===== src/rtl/uart_tx_fifo_if.sv =====
// Write-side handshake plus UART line outputs of the buffered transmitter.
// The master drives the write request. The slave is the transmitter itself.
interface uart_tx_fifo_if #(
   parameter int FIFO_DEPTH = 16
);
   localparam int CNT_W = $clog2(FIFO_DEPTH) + 1;

   logic             i_Wr_En;
   logic [7:0]       i_Wr_Byte;
   logic             o_Full;
   logic             o_Empty;
   logic [CNT_W-1:0] o_Count;
   logic             o_Overflow;
   logic             o_Tx_Serial;
   logic             o_Tx_Active;
   logic             o_Tx_Done;

   modport master (
      output i_Wr_En, i_Wr_Byte,
      input  o_Full, o_Empty, o_Count, o_Overflow,
      input  o_Tx_Serial, o_Tx_Active, o_Tx_Done
   );

   modport slave (
      input  i_Wr_En, i_Wr_Byte,
      output o_Full, o_Empty, o_Count, o_Overflow,
      output o_Tx_Serial, o_Tx_Active, o_Tx_Done
   );
endinterface


===== src/rtl/uart_tx_fifo.sv =====
// Buffered 8N1 UART transmitter.
// A small FIFO accepts bytes from fabric logic. A four-state FSM pops one byte
// at a time and paces it onto the line with a per-bit baud counter.
module uart_tx_fifo #(
   parameter int CLKS_PER_BIT = 868,
   parameter int FIFO_DEPTH   = 16
) (
   input  logic          CLK,
   input  logic          RST_N,
   uart_tx_fifo_if.slave bus
);
   localparam int PTR_W  = $clog2(FIFO_DEPTH);
   localparam int CNT_W  = PTR_W + 1;
   localparam int BAUD_W = $clog2(CLKS_PER_BIT);
   localparam logic [BAUD_W-1:0] BAUD_LAST = BAUD_W'(CLKS_PER_BIT - 1);
   localparam logic [CNT_W-1:0]  CNT_FULL  = CNT_W'(FIFO_DEPTH);

   typedef enum logic [1:0] {IDLE, START, DATA, STOP} state_t;

   // ---------------- FIFO ----------------
   logic [7:0]       mem_q [FIFO_DEPTH];
   logic [PTR_W-1:0] wr_ptr_q, wr_ptr_d;
   logic [PTR_W-1:0] rd_ptr_q, rd_ptr_d;
   logic [CNT_W-1:0] count_q, count_d;
   logic             overflow_q, overflow_d;
   logic             full, empty, wr_acc, pop;
   logic [7:0]       head;

   // ---------------- transmitter ----------------
   state_t           state_q;
   logic [BAUD_W-1:0] baud_q;
   logic [2:0]       bit_idx_q;
   logic [7:0]       shift_q;
   logic             serial_q, active_q, done_q;

   // Full/empty come from the registered count. A write is judged on the
   // pre-edge count, so a same-cycle pop never makes room for it.
   assign full   = (count_q == CNT_FULL);
   assign empty  = (count_q == '0);
   assign wr_acc = bus.i_Wr_En && !full;
   assign pop    = (state_q == IDLE) && !empty;
   assign head   = mem_q[rd_ptr_q];

   // Next-state for pointers, occupancy and the overflow pulse
   always_comb begin
      wr_ptr_d   = wr_ptr_q;
      rd_ptr_d   = rd_ptr_q;
      count_d    = count_q;
      overflow_d = bus.i_Wr_En && full;
      if (wr_acc) wr_ptr_d = wr_ptr_q + PTR_W'(1);
      if (pop)    rd_ptr_d = rd_ptr_q + PTR_W'(1);
      case ({wr_acc, pop})
         2'b10:   count_d = count_q + CNT_W'(1);
         2'b01:   count_d = count_q - CNT_W'(1);
         default: count_d = count_q;
      endcase
   end

   // FIFO control registers
   always_ff @(posedge CLK or negedge RST_N) begin
      if (!RST_N) begin
         wr_ptr_q   <= '0;
         rd_ptr_q   <= '0;
         count_q    <= '0;
         overflow_q <= 1'b0;
      end else begin
         wr_ptr_q   <= wr_ptr_d;
         rd_ptr_q   <= rd_ptr_d;
         count_q    <= count_d;
         overflow_q <= overflow_d;
      end
   end

   // FIFO storage. The contents need no reset because the pointers gate every read.
   always_ff @(posedge CLK) begin
      if (wr_acc) mem_q[wr_ptr_q] <= bus.i_Wr_Byte;
   end

   // Frame FSM with registered line outputs. Each output is set to the value
   // that belongs to the state being entered.
   always_ff @(posedge CLK or negedge RST_N) begin
      if (!RST_N) begin
         state_q   <= IDLE;
         baud_q    <= '0;
         bit_idx_q <= '0;
         shift_q   <= '0;
         serial_q  <= 1'b1;
         active_q  <= 1'b0;
         done_q    <= 1'b0;
      end else begin
         done_q <= 1'b0;
         case (state_q)
            IDLE: begin
               serial_q <= 1'b1;
               active_q <= 1'b0;
               baud_q   <= '0;
               if (pop) begin
                  shift_q  <= head;
                  state_q  <= START;
                  serial_q <= 1'b0;
                  active_q <= 1'b1;
               end
            end
            START: begin
               if (baud_q == BAUD_LAST) begin
                  baud_q    <= '0;
                  bit_idx_q <= '0;
                  state_q   <= DATA;
                  serial_q  <= shift_q[0];
               end else begin
                  baud_q <= baud_q + BAUD_W'(1);
               end
            end
            DATA: begin
               if (baud_q == BAUD_LAST) begin
                  baud_q <= '0;
                  if (bit_idx_q == 3'd7) begin
                     state_q  <= STOP;
                     serial_q <= 1'b1;
                  end else begin
                     bit_idx_q <= bit_idx_q + 3'd1;
                     serial_q  <= shift_q[bit_idx_q + 3'd1];
                  end
               end else begin
                  baud_q <= baud_q + BAUD_W'(1);
               end
            end
            STOP: begin
               if (baud_q == BAUD_LAST) begin
                  baud_q   <= '0;
                  state_q  <= IDLE;
                  active_q <= 1'b0;
                  done_q   <= 1'b1;
               end else begin
                  baud_q <= baud_q + BAUD_W'(1);
               end
            end
            default: begin
               state_q  <= IDLE;
               serial_q <= 1'b1;
               active_q <= 1'b0;
            end
         endcase
      end
   end

   assign bus.o_Full      = full;
   assign bus.o_Empty     = empty;
   assign bus.o_Count     = count_q;
   assign bus.o_Overflow  = overflow_q;
   assign bus.o_Tx_Serial = serial_q;
   assign bus.o_Tx_Active = active_q;
   assign bus.o_Tx_Done   = done_q;
endmodule


===== src/flat_wrapper.sv =====
// flat-port wrapper written by rule: the top's interface ports become plain ports
module uart_tx_fifo_flat 
#(
   parameter int CLKS_PER_BIT = 868,
   parameter int FIFO_DEPTH   = 16
)
  (CLK, RST_N, bus_i_Wr_En, bus_i_Wr_Byte, bus_o_Full, bus_o_Empty, bus_o_Count, bus_o_Overflow, bus_o_Tx_Serial, bus_o_Tx_Active, bus_o_Tx_Done);
  uart_tx_fifo_if #(.FIFO_DEPTH(FIFO_DEPTH)) bus_i ();
  input  logic CLK;
  input  logic RST_N;
  input wire logic [$bits(bus_i.i_Wr_En)-1:0] bus_i_Wr_En;
  input wire logic [$bits(bus_i.i_Wr_Byte)-1:0] bus_i_Wr_Byte;
  output wire logic [$bits(bus_i.o_Full)-1:0] bus_o_Full;
  output wire logic [$bits(bus_i.o_Empty)-1:0] bus_o_Empty;
  output wire logic [$bits(bus_i.o_Count)-1:0] bus_o_Count;
  output wire logic [$bits(bus_i.o_Overflow)-1:0] bus_o_Overflow;
  output wire logic [$bits(bus_i.o_Tx_Serial)-1:0] bus_o_Tx_Serial;
  output wire logic [$bits(bus_i.o_Tx_Active)-1:0] bus_o_Tx_Active;
  output wire logic [$bits(bus_i.o_Tx_Done)-1:0] bus_o_Tx_Done;
  assign bus_i.i_Wr_En = bus_i_Wr_En;
  assign bus_i.i_Wr_Byte = bus_i_Wr_Byte;
  assign bus_o_Full = bus_i.o_Full;
  assign bus_o_Empty = bus_i.o_Empty;
  assign bus_o_Count = bus_i.o_Count;
  assign bus_o_Overflow = bus_i.o_Overflow;
  assign bus_o_Tx_Serial = bus_i.o_Tx_Serial;
  assign bus_o_Tx_Active = bus_i.o_Tx_Active;
  assign bus_o_Tx_Done = bus_i.o_Tx_Done;
  uart_tx_fifo #(.CLKS_PER_BIT(CLKS_PER_BIT), .FIFO_DEPTH(FIFO_DEPTH)) u_core (.CLK(CLK), .RST_N(RST_N), .bus(bus_i));
endmodule

===== config.mk =====
export PLATFORM = sky130hd
export DESIGN_NAME = uart_tx_fifo_flat
export DESIGN_NICKNAME = d
export VERILOG_FILES = /design/src/rtl/uart_tx_fifo_if.sv /design/src/rtl/uart_tx_fifo.sv /design/src/flat_wrapper.sv
export SDC_FILE = /design/constraint.sdc
export NUM_CORES = 1
export LEC_CHECK = 0
export ABC_AREA = 1
export BUFFER_PORTS_ARGS = -buffer_cell sky130_fd_sc_hd__buf_2
export CORE_UTILIZATION = 45
export CTS_CLUSTER_DIAMETER = 30
export CTS_CLUSTER_SIZE = 12
export DETAILED_ROUTE_END_ITERATION = 10
export GPL_TIMING_DRIVEN = 1
export HOLD_SLACK_MARGIN = 0.05
export SLEW_MARGIN = 10
export SYNTH_ARGS = -nofsm -noshare
export SYNTH_HDL_FRONTEND = slang
export SYNTH_SLANG_ARGS = --single-unit

===== constraint.sdc =====
create_clock -name CLK -period 2.9 [get_ports CLK]
set_input_delay 0.58 -clock CLK [delete_from_list [all_inputs] [get_ports CLK]]
set_output_delay 0.58 -clock CLK [all_outputs]
set_load 0.03 [all_outputs]

== Yosys cells after proc, flatten, opt, wreduce, memory -nomap -nowiden ==
Memory sizes are Yosys's and may differ from the RTL's. A register that Yosys moved wholly into a read port is not among the register bits.
Cells that the tools add are included.

* Register bits after elaboration: 32
* Bits in latches: 0
* RAM bits: 128
* Bits in read-only memories: 0
* Input port bits: 11
* Logic and storage cells: 77
* Memories: 1

{| class="wikitable"
|+ Memories
! name !! depth !! width !! read ports !! clocked after memory_dff !! wr ports !! RTL line !! source
|-
| u_core.mem_q || 16 || 8 || 1 || 1 || 1 || uart_tx_fifo.sv:21 || <nowiki>logic [7:0] mem_q [FIFO_DEPTH];</nowiki>
|}

* Add/sub/neg operators: 6
* Multipliers: 0
* Div/mod/pow operators: 0
* Magnitude comparators: 1
* Equal/unequal tests: 14
* Shifts and indexed selects: 0
* Muxes and demuxes: 27
* Bitwise gates (word level): 0
* Reductions and logical operators: 18

{| class="wikitable"
|+ Operator list
! operator !! count
|-
| 10-bit one-hot mux with 2 select lines || 1
|-
| 1-bit 2-to-1 mux || 11
|-
| 10-bit by 1-bit adder with 10-bit output, second input constant || 1
|-
| 10-bit equality test, second input constant || 1
|-
| 10-bit 2-to-1 mux || 1
|-
| 2-bit 2-to-1 mux || 5
|-
| 2-bit by 1-bit != test with 1-bit output, second input constant || 5
|-
| 5-bit one-hot mux with 2 select lines || 1
|-
| 3-bit 2-to-1 mux || 3
|-
| 4-bit by 1-bit adder with 4-bit output, second input constant || 2
|-
| 2-bit one-hot mux with 4 select lines || 1
|-
| 2-bit equality test, second input constant || 3
|-
| 3-bit one-hot mux with 2 select lines || 1
|-
| 2-bit nonzero test || 3
|-
| 5-bit by 1-bit adder with 5-bit output, second input constant || 1
|-
| 5-bit equality test, second input constant || 1
|-
| 5-bit zero test || 1
|-
| 5-bit AND reduction || 1
|-
| 5-bit by 1-bit subtractor with 5-bit output, second input constant || 1
|-
| 2-bit by 1-bit equality test with 1-bit output, second input constant || 2
|-
| 3-bit by 4-bit < comparator with 1-bit output, second input constant || 1
|-
| 2-bit AND reduction || 2
|-
| 4-bit AND reduction || 1
|-
| 3-bit by 1-bit adder with 3-bit output, second input constant || 1
|-
| other kinds (11) || 15
|}

== Longest topological paths before layout ==
Gate-level depths: netlist (run 1).

* Depth after elaboration: 6
* Mapped depth: 16
* Gate-level depth less buffers: 15

== Worst setup path before layout (run 1) ==
No wires, ideal clock.

* Path kind: register to register
* Start point: reg u_core.count_q[2] (netlist: u_core.bus.o_Count[2])
* End point: reg u_core.count_q[4] (netlist: u_core.bus.o_Count[4])
* Setup time: 117 ps
* Arrival: 2215 ps
* Required time: 2783 ps
* Slack: 568 ps
* Stages on the path, launching flop included: 15
* Path buffers: 1
* Clock period less this slack: 2332 ps
* Cells stage by stage: dfrtp_1 -> nor2_1 -> nand4_1 -> nand2_2 -> buf_2 -> ha_1 -> xor2_1 -> ha_1 -> inv_1 -> nand2_1 -> nand3_1 -> nand3_1 -> nand2_1 -> nand2_1 -> nand2_1

* Word-level cells in the longest chain between the ends: 5
* Elaborated cells on any way between the ends: 12
* Classes of those cells: 2 x add/sub; 3 x eq/ne; 1 x mux; 6 x reduce/logical

{| class="wikitable"
|+ Ends and longest elaborated chain
! item !! RTL line !! source
|-
| start, declared || uart_tx_fifo.sv:24 || <nowiki>logic [CNT_W-1:0] count_q, count_d;</nowiki>
|-
| start signal, assigned || uart_tx_fifo.sv:69 || <nowiki>count_q <= count_d;</nowiki>
|-
| 5-bit equality test or 5-bit zero test (tied branches) || uart_tx_fifo.sv:38, uart_tx_fifo.sv:39 ||
|-
| 1-bit zero test, on equally long branches || uart_tx_fifo.sv:40, uart_tx_fifo.sv:41 ||
|-
| 1-bit logical AND, on equally long branches || uart_tx_fifo.sv:40, uart_tx_fifo.sv:41 ||
|-
| 2-bit by 1-bit equality test with 1-bit output or 2-bit equality test (tied branches) || uart_tx_fifo.sv:52 || <nowiki>case ({wr_acc, pop})</nowiki>
|-
| 5-bit one-hot mux with 2 select lines or 2-bit nonzero test (tied branches) || - ||
|}

Parallel ways exist; a longest one is shown, timed or not.
A chain may end at the register's enable or synchronous reset.

== Worst setup path after layout (run 1) ==
* Start point: reg u_core.count_q[0] (netlist: u_core.bus.o_Count[0])
* End point: reg u_core.count_q[4] (netlist: u_core.bus.o_Count[4])

The elaborated chain is that of the path after synthesis.

==> results of run 1 <==
worst min-delay path by stage:
stage,start,endpoint,slack [ps],cells after the start
6_report,RST_N,u_core.baud_q[4]$_DFF_PN0_,300,1
5_1_grt,RST_N,u_core.baud_q[4]$_DFF_PN0_,370,1
4_1_cts,RST_N,u_core.baud_q[2]$_DFF_PN0_,310,1
3_5_place_dp,u_core.bus.o_Tx_Serial$_DFFE_PN1P_,u_core.bus.o_Tx_Serial$_DFFE_PN1P_,460,2
3_3_place_gp,u_core.bus.o_Tx_Serial$_DFFE_PN1P_,u_core.bus.o_Tx_Serial$_DFFE_PN1P_,450,2
2_1_floorplan,RST_N,u_core.baud_q[0]$_DFF_PN0_,280,0
power by group through the flow:
stage	Sequential [uW]	Clock [uW]	Combinational [uW]
2_1_floorplan	3030	0	435
3_3_place_gp	2970	0	748
3_5_place_dp	2980	0	762
4_1_cts	2930	2240	765
5_1_grt	2960	2340	848
6_report	2930	2210	760
critical path: cells and delay by family (launching register included):
family,cells,cell delay [ps]
flops,1,440
fa+ha+maj,2,550
xor+xnor,1,230
buf+inv,1,50
simple gates,9,1060
Yosys cell counts (2+ instances only):
library cell	instances
nand4_1	2
edfxtp_1	128
nand2_1	248
nand2_2	2
dfrtp_1	39
nor3_1	13
o21ai_0	12
xor2_1	13
inv_2	4
buf_2	19
nor2_1	34
xnor2_1	2
o21ai_1	5
inv_1	127
ha_1	17
clkinv_1	2
nand3_1	111
nor3b_1	2
a21oi_1	5
buf_4	7
kinds of logic after synthesis:
kind of cell / after synthesis / share of synthesized area
AO/OA/AOI/OAI: 26 / 0.01812
XOR/XNOR: 15 / 0.01699
adder cells (fa/ha/maj): 17 / 0.02750
buffers and inverters: 161 / 0.08557
flip-flops: 168 / 0.6265
AND/OR/NAND/NOR: 415 / 0.2253
flip-flops by register name, indices dropped and copies added, names as in the netlist, 2 cells and up:
signal              flops
u_core.shift_q          8
u_core.bus.o_Count      5
u_core.wr_ptr_q         4
u_core.state_q          2
u_core.rd_ptr_q         4
u_core.bit_idx_q        3
u_core.mem_q          128
u_core.baud_q          10
routing by layer:
| layer | part of all wire | vias up | GRT usage |
|---|---|---|---|
| li1 | - | 2632 | - |
| met1 | 0.45 | 2485 | 0.2755 |
| met2 | 0.48 | 133 | 0.3360 |
| met3 | 0.051 | 15 | 0.04262 |
| met4 | 0.013 | 0 | 0.06124 |
| met5 | 0 | - | 0 |
layout make-up:
| cell class | count | area [um2] |
|---|---|---|
| clock buffers | 25 | 533.0 |
| multi-input cells | 473 | 2227 |
| fillers | 1547 | 7998 |
| clock inverters | 7 | 53.80 |
| inverters | 133 | 499.2 |
| flip-flops and latches | 168 | 4847 |
| well taps | 220 | 275.3 |
| repair buffers | 41 | 267.8 |
per-stage QoR:
step	setup slack, ps	std cells	hold slack (ps)	power, uW
3_3_place_gp	590.7	1035	454.2	3722
2_1_floorplan	568.2	802	284.4	3467
5_1_grt	234.0	1067	365.6	6142
4_1_cts	475.3	1067	314.9	5938
6_report	464.2	1067	297.2	5905
3_5_place_dp	484.0	1035	458.4	3744
cells in the final DEF, fill, tap and decap left out, types with 2 or more instances in the layout:
master     Yosys  final
o21ai_0       12     12
a21oi_1        5      5
clkinv_4       0      3
inv_1        127    127
dfrtp_1       39     38
xor2_1        13     13
inv_2          4      4
edfxtp_1     128    128
nor2_1        34     34
o21ai_1        5      5
nand2_2        2      2
nand3_1      111    111
nand2_1      248    248
buf_4          7     19
ha_1          17     17
buf_2         19     21
nand4_1        2      2
inv_4          0      3
clkinv_1       2      2
nor3_1        13     13
clkbuf_16      0     20
clkbuf_1       1      3
xnor2_1        2      2
nor3b_1        2      2
==> flow_summary.ini, run 1 <==
[yosys]
synthDominantAreaCellType = edfxtp_1
yosys_warnings = 0
yosys_register_bits = 168
count_of_flip_flops_with_a_built_in_enable_after_synthesis = 128
post_synth_main_area_contributors = edfxtp_1 (50%), dfrtp_1 (13%), nand2_1 (12%)
ys_async_sr_fraction = 0.2381
ys_seq_area_frac = 0.6265
syn_nets = 830
ys_dominant_reg_cell = edfxtp_1
syn_avg_cell_area_um2 = 9.645
post_synth_num_cell_types = 30
yosysTopAreaCellShare = 0.4969
cell_area_synth_um2 = 7735
synth_cells = 802

[power]
power_frac_comb = 0.129
leak_uw = 0.003940
power.internal_uw = 4344
clockPowerShare = 0.374
power_frac_seq = 0.497
cellPowerDensity_nw_per_um2 = 678.4
ir_drop_mv = 0.4481
power.net_switching_uw = 1561
power.share.switching = 0.2643

[cells_and_area]
areaGrowthSynthToFinish_pct = 12.52
diodes = 0
layout.nets = 862
drive_above_1_share = 0.09563
finalInstanceArea_um2 = 8703
final_util = 0.5211

[route]
drt-pass1-iter-count = 5
drt_iter0_markers = 407
routed-via-count = 5265
postRouteWirelength_mm = 16.79
vias_cell = 4.934
routed_wire_length_per_instance_um = 15.74
drt_drc_violations_left = 0
remaining_number_of_nets_flagged_by_the_antenna_check_after_routing = 0

[sta]
maxClockFrequency_ghz = 0.4105
layout_worst_path_cycle_share = 0.8399
finalClockSkew_ps = 25.74
max-slew-margin-rel = 0.3758
worst_slew_pin_slew_ps = 936.3
maxSlewViolCount = 0
min_period_ps = 2436
setup-violations-final = 0
hold_viol_final = 0
final.setup.tns_ps = 0
grt_setup_unrepaired = no

[hold_path]
worst_hold_path_type = input port to async pin

[global_route]
wire_length_of_the_first_global_routing_pass_mm = 27.20
vias_in_the_first_global_route = 5143
antenna_found_initial = 1
gr-total-overflow = 0
grt_max_degree = 66
total_track_usage = 0.2049

[clocking]
clkTransAtPathRegs_ps = 60
cts-buffers-inserted = 17
number_of_gates_resized_after_cts = 0
cts_sinks = 168
hold_buffers = 0
cts-htree-levels = 4
ctsRootBufferMaster = clkbuf_16
clock_tree_from_tritoncts = done
clock_insertion_delay_worst_skew_ps = 430
post_cts.repair.setup_buffers = 0
cts_buffer_depth = 2

[run]
maxCapViolations = 0

[setup_path]
crit_path_frequent_cell = nand2_1
cp-start-kind = register
timing_worst_setup_path_type = register to register
worst_path_largest_cell_delay_ps = 440
crit_path_top_delay_cell = dfrtp_1
crit-reg2reg-launch = u_core.bus.o_Count[0]$_DFFE_PN0P_
crit_arrival_ps = 2740
regToRegSetupSlack_ps = 460
worstRegToRegCells = 13
worst-endpoint-required_ps = 3200
worst-path-max-fanout = 16
setup.worst_path.end = u_core.bus.o_Count[4]$_DFFE_PN0P_
startpoint = u_core.bus.o_Count[0]$_DFFE_PN0P_
timing.critical_path.cells = nor2_1, nand4_1, nand2_2, ha_1, xor2_1, ha_1, inv_1, nand2_1, nand3_1, nand3_1, nand2_1, nand2_1, nand2_1
reg2reg_to = u_core.bus.o_Count[4]$_DFFE_PN0P_
cp-end-kind = register

[placement]
place_congestion = 0.8451
place.port_buffers = 21
place_area_um2 = 8117
place_hpwl_mm = 11.00

[run_status]
run_status = finished, final reports clean

[die]
die-width_um = 133.1
core_area_um2 = 16700
rows = 47
start_util = 0.4631
chip_height_um = 133.1
floorplan.io_pins = 22
fp.dieArea_um2 = 17720
Note: power is estimated with default switching activity, not from simulation.
==> run 2: changes to the inputs <==
==> constraint.sdc (replaced) <==
create_clock -name CLK -period 2.28 [get_ports CLK]
set_input_delay 0.456 -clock CLK [delete_from_list [all_inputs] [get_ports CLK]]
set_output_delay 0.456 -clock CLK [all_outputs]
set_load 0.03 [all_outputs]
==> flow_summary.ini, run 2 (same netlist as run 1, synthesis figures left out) <==
[route]
drt_drc_violations_left = 0
remaining_number_of_nets_flagged_by_the_antenna_check_after_routing = 0
vias_cell = 4.938
postRouteWirelength_mm = 16.69
drt_iter0_markers = 449
routed-via-count = 5294
routed_wire_length_per_instance_um = 15.57
drt-pass1-iter-count = 5

[cells_and_area]
largest_registers = u_core.mem_q (128), u_core.baud_q (10), u_core.shift_q (8)
largest_register = u_core.mem_q
final_util = 0.5223
layout.cells.most_common_list = nand2_1 (248), edfxtp_1 (128), inv_1 (127)
largest_register_ffs = 128
instances_no_fill = 1072
diodes = 0
layout.nets = 867
fillCellCount = 1546
layout_commonest_cell = nand2_1
areaGrowthSynthToFinish_pct = 12.78
drive_above_1_share = 0.1021

[sta]
worst_slew_pin_slew_ps = 777.3
maxClockFrequency_ghz = 0.4671
setup-violations-final = 0
grt_setup_unrepaired = yes
min_period_ps = 2141
maxSlewViolCount = 0
finalClockSkew_ps = 6.767
max-slew-margin-rel = 0.4818
hold_viol_final = 0
layout_worst_path_cycle_share = 0.9389

[power]
power.internal_uw = 5490
power_frac_comb = 0.133
power_frac_seq = 0.500
power.share.switching = 0.2667
leak_uw = 0.003935
clockPowerShare = 0.367
cellPowerDensity_nw_per_um2 = 858.2
ir_drop_mv = 0.5504
power.net_switching_uw = 1996

[hold_path]
worst_hold_path_type = input port to async pin

[setup_path]
worst-path-max-fanout = 5
regToRegSetupSlack_ps = 140
worst_path_dominant_cell_family = adder cells
crit_path_frequent_cell = nand2_1
cp-end-kind = register
timing_worst_setup_path_type = register to register
cp-start-kind = register
crit_path_top_delay_cell = dfrtp_1
worstRegToRegCells = 14
crit_arrival_ps = 2460
crit_buf_inv = 3
timing.critical_path.cells = inv_1, ha_1, nand2_1, inv_1, ha_4, xor2_2, ha_1, inv_1, nand2_1, nand3_1, nand3_1, nand2_1, nand2_1, nand2_1
timing.critical_path.depth = 14
worst-endpoint-required_ps = 2600
worst_path_largest_cell_delay_ps = 430

[clocking]
hold_buffers = 0
clock_insertion_delay_worst_skew_ps = 430
ctsRootBufferMaster = clkbuf_16
cts_buffer_depth = 2
number_of_gates_resized_after_cts = 0
cts-htree-levels = 4
clkTransAtPathRegs_ps = 60
post_cts.repair.setup_buffers = 0
cts-buffers-inserted = 17
clock_tree_from_tritoncts = done
cts_sinks = 168

[global_route]
grt_max_degree = 44
antenna_found_initial = 1
total_track_usage = 0.2039
wire_length_of_the_first_global_routing_pass_mm = 27.26
gr-total-overflow = 0
vias_in_the_first_global_route = 5262

[die]
core_area_um2 = 16700
fp.dieArea_um2 = 17720
floorplan.io_pins = 22
start_util = 0.4631
rows = 47
chip_height_um = 133.1
die-width_um = 133.1

[placement]
place_hpwl_mm = 11.06
place_congestion = 0.8444
place.port_buffers = 21
numPlacedInstances = 1040

[run]
maxCapViolations = 0

[run_status]
run_status = finished, final reports clean
[run 2: changes by cell type in the layout (fill, tap and decap cells not counted), sizes merged]
cell      delta
bufinv       +2
buf          +5
clkinv       +5
clkbuf       -7
clkinvlp     +2
inv          -2
[run 2: final cells by class]
type,instances,area (um2),area share
tap,220,275.3,0.03155
clock buffer,18,429.2,0.04920
clock inverter,14,130.1,0.01492
timing repair buffer,46,292.8,0.03356
multi-input combinational,473,2247,0.2576
inverter,133,499.2,0.05723
sequential,168,4850,0.5559
[run 2: power by group through the flow]
| stage | combinational (uW) | sequential (uW) | clock [uW] |
|---|---|---|---|
| 2_1_floorplan | 554 | 3860 | 0 |
| 3_3_place_gp | 954 | 3780 | 0 |
| 3_5_place_dp | 984 | 3800 | 0 |
| 4_1_cts | 990 | 3740 | 2790 |
| 5_1_grt | 1110 | 3770 | 2920 |
| 6_report | 993 | 3750 | 2750 |
[run 2: worst paths after layout]
kind                                                      end                                from
max                         u_core.bus.o_Count[4]$_DFFE_PN0P_       u_core.state_q[0]$_DFFE_PN0P_
min                                u_core.baud_q[2]$_DFF_PN0_                               RST_N
max reg2reg                 u_core.bus.o_Count[4]$_DFFE_PN0P_       u_core.state_q[0]$_DFFE_PN0P_
min reg2reg                u_core.bus.o_Tx_Serial$_DFFE_PN1P_  u_core.bus.o_Tx_Serial$_DFFE_PN1P_
max in group asynchronous       u_core.shift_q[1]$_DFFE_PN0P_                               RST_N
min in group CLK              u_core.bus.o_Overflow$_DFF_PN0_                         bus_i_Wr_En
[run 2: metrics by stage]
| stage | area, um2 | setup TNS, ps | setup slack, ps | hold WS [ps] | power [uW] |
|---|---|---|---|---|---|
| floorplan | 7740 | 0 | 31.06 | 160.4 | 4414 |
| global placement | 8147 | 0 | 226.5 | 454.8 | 4738 |
| detailed placement | 8147 | 0 | 54.02 | 456.6 | 4784 |
| CTS | 8706 | 0 | 42.24 | 118.3 | 7514 |
| global route | 8723 | -86.97 | -49.98 | 146.4 | 7806 |
| finish | 8723 | 0 | 139.3 | 101.7 | 7486 |
[run 2: metal layers]
metal  track usage  wire, um  vias to the layer above
met1        0.2672      7456                     2488
met3       0.05061       881                       22
li1              -         -                     2642
met2        0.3380      8160                      142
met5             0         0                        -
met4       0.05619       193                        0
[run 2: worst register-to-register path, stage by stage (launching register included)]
cell and delay (ps):
dfrtp_1 430, inv_1 130, ha_1 200, nand2_1 80
inv_1 110, ha_4 200, xor2_2 180, ha_1 170
inv_1 40, nand2_1 100, nand3_1 120, nand3_1 110
nand2_1 60, nand2_1 50, nand2_1 50
==> run 3: changes to the inputs <==
==> constraint.sdc (replaced) <==
create_clock -name CLK -period 1.77 [get_ports CLK]
set_input_delay 0.354 -clock CLK [delete_from_list [all_inputs] [get_ports CLK]]
set_output_delay 0.354 -clock CLK [all_outputs]
set_load 0.03 [all_outputs]
==> flow_summary.ini, run 3 (same netlist as run 1, synthesis figures left out) <==
[run_status]
run_status = finished, violations left
failed_checks = negative setup slack

[die]
floorplan.io_pins = 22
die-width_um = 133.1
fp.dieArea_um2 = 17720
rows = 47
start_util = 0.4631
core_area_um2 = 16700
chip_height_um = 133.1

[global_route]
total_track_usage = 0.2048
vias_in_the_first_global_route = 5145
grt_max_degree = 51
antenna_found_initial = 0
gr-total-overflow = 0
wire_length_of_the_first_global_routing_pass_mm = 27.20

[setup_path]
worst-path-max-fanout = 4
crit-reg2reg-launch = u_core.bus.o_Count[0]$_DFFE_PN0P_
worst-endpoint-required_ps = 2090
crit_arrival_ps = 2190
timing_worst_setup_path_type = register to register
startpoint = u_core.bus.o_Count[0]$_DFFE_PN0P_
cp-end-kind = register
cp-start-kind = register
worstRegToRegCells = 14
setup.worst_path.end = u_core.bus.o_Count[3]$_DFFE_PN0P_
reg2reg_to = u_core.bus.o_Count[3]$_DFFE_PN0P_
regToRegSetupSlack_ps = -100

[cells_and_area]
layout.nets = 892
layout_commonest_cell = nand2_1
areaGrowthSynthToFinish_pct = 17.07
layout.cells.most_common_list = nand2_1 (243), edfxtp_1 (128), inv_1 (122)
drive_above_1_share = 0.1562
largest_register_ffs = 128
largest_register = u_core.mem_q
diodes = 0
final_util = 0.5422
largest_registers = u_core.mem_q (128), u_core.baud_q (10), u_core.shift_q (8)

[clocking]
ctsRootBufferMaster = clkbuf_16
clock_insertion_delay_worst_skew_ps = 420
cts_buffer_depth = 2
clkTransAtPathRegs_ps = 60
cts-buffers-inserted = 17
cts_sinks = 168
cts-htree-levels = 4
clock_tree_from_tritoncts = done

[sta]
min_period_ps = 1872
setup-violations-final = 5
worst_slew_pin_slew_ps = 527.2
fin_ws_ps = -101.5
final.setup.tns_ps = -221.3
maxClockFrequency_ghz = 0.5343
maxSlewViolCount = 0
max-slew-margin-rel = 0.6464
grt_setup_unrepaired = yes
layout_worst_path_cycle_share = 1.057
finalClockSkew_ps = 6.118
hold_viol_final = 0

[power]
power.internal_uw = 7320
leak_uw = 0.004066
power.net_switching_uw = 2732
ir_drop_mv = 0.6482
power_frac_seq = 0.476
power.share.switching = 0.2718
power_uw = 10050
cellPowerDensity_nw_per_um2 = 1110
power_frac_comb = 0.163
clockPowerShare = 0.361

[route]
routed_wire_length_per_instance_um = 15.24
remaining_number_of_nets_flagged_by_the_antenna_check_after_routing = 0
routed-via-count = 5378
postRouteWirelength_mm = 16.72
drt-pass1-iter-count = 5
drt_iter0_markers = 533
drt_drc_violations_left = 0
vias_cell = 4.902

[placement]
place_hpwl_mm = 11.32
dp_worst_slack_ps = -151.8
place.port_buffers = 21
place_congestion = 0.8104

[hold_path]
worst_hold_path_type = input port to register

[run]
maxCapViolations = 0
-- run 3: changes by cell type in the layout (fill, tap and decap cells not counted), moves of 3 or more --
cell | before | now
nand2_1 | 248 | 243
buf_4 | 25 | 46
nor2_1 | 34 | 31
dfrtp_2 | 3 | 6
buf_6 | 0 | 4
dfrtp_1 | 36 | 33
nand2_2 | 2 | 7
inv_1 | 127 | 122
clkinv_1 | 7 | 3
inv_2 | 4 | 8
-- run 3: power groups by stage --
| stage | Combinational, uW | Clock (uW) | Sequential [uW] |
|---|---|---|---|
| after global placement | 1430 | 0 | 4840 |
| final | 1640 | 3630 | 4780 |
| after global routing | 1800 | 3850 | 4820 |
| after floorplan | 726 | 0 | 4980 |
| after detailed placement | 1470 | 0 | 4860 |
| after CTS | 1590 | 3680 | 4780 |
-- run 3: worst min path at each step --
stage / startpoint / to / slack, ps / cells past startpoint
finish: bus_i_Wr_En / u_core.bus.o_Overflow$_DFF_PN0_ / 170 / 3
CTS: bus_i_Wr_En / u_core.bus.o_Overflow$_DFF_PN0_ / 170 / 3
floorplan: RST_N / u_core.baud_q[0]$_DFF_PN0_ / 60 / 0
detailed placement: RST_N / u_core.bus.o_Tx_Done$_DFF_PN0_ / 340 / 1
global route: bus_i_Wr_En / u_core.bus.o_Overflow$_DFF_PN0_ / 180 / 3
global placement: RST_N / u_core.bus.o_Tx_Done$_DFF_PN0_ / 330 / 1
-- run 3: cell type report --
cell class              count  area (um2)
flip-flops and latches    168        4853
well taps                 220       275.3
clock buffers              18       429.2
fillers                  1503        7646
clock inverters            14       147.6
repair buffers             71       515.5
inverters                 133       501.7
multi-input cells         473        2332
-- run 3: worst max-delay path, cell delays in order, from the launching register on --
cell and delay, ps:
dfrtp_2 420, nor2_4 110, nand4_1 120, nand2_2 120, inv_2 60, ha_4 180
buf_6 130, nand2_2 60, inv_2 50, nor2_4 140, nand3_1 130, nand2_1 90
nand2_1 50, nand3_1 70, nand2_1 50
-- run 3: routing by layer --
metal	track usage	share of wire
met1	0.2815	0.46
met2	0.3275	0.49
met3	0.03995	0.040
met4	0.06881	0.013
met5	0	0
-- run 3: through the flow --
stage / hold slack [ps] / area, um2 / std cells
after detailed placement: 340.8 / 8343 / 1062
after global placement: 331.8 / 8343 / 1062
final: 173.7 / 9055 / 1097
after floorplan: 58.41 / 7771 / 802
after global routing: 180.6 / 9055 / 1097
after CTS: 170.9 / 9004 / 1097
-- run 3: timing repair --
item / in CTS / in global routing
endpoints found under the hold margin: 16 / 0
pin swaps: 3 / 6
buffers inserted: 2 / 1
resized for setup: 22 / 9
hold buffers: 1 / 0
endpoints found under the setup margin: 4 / 19
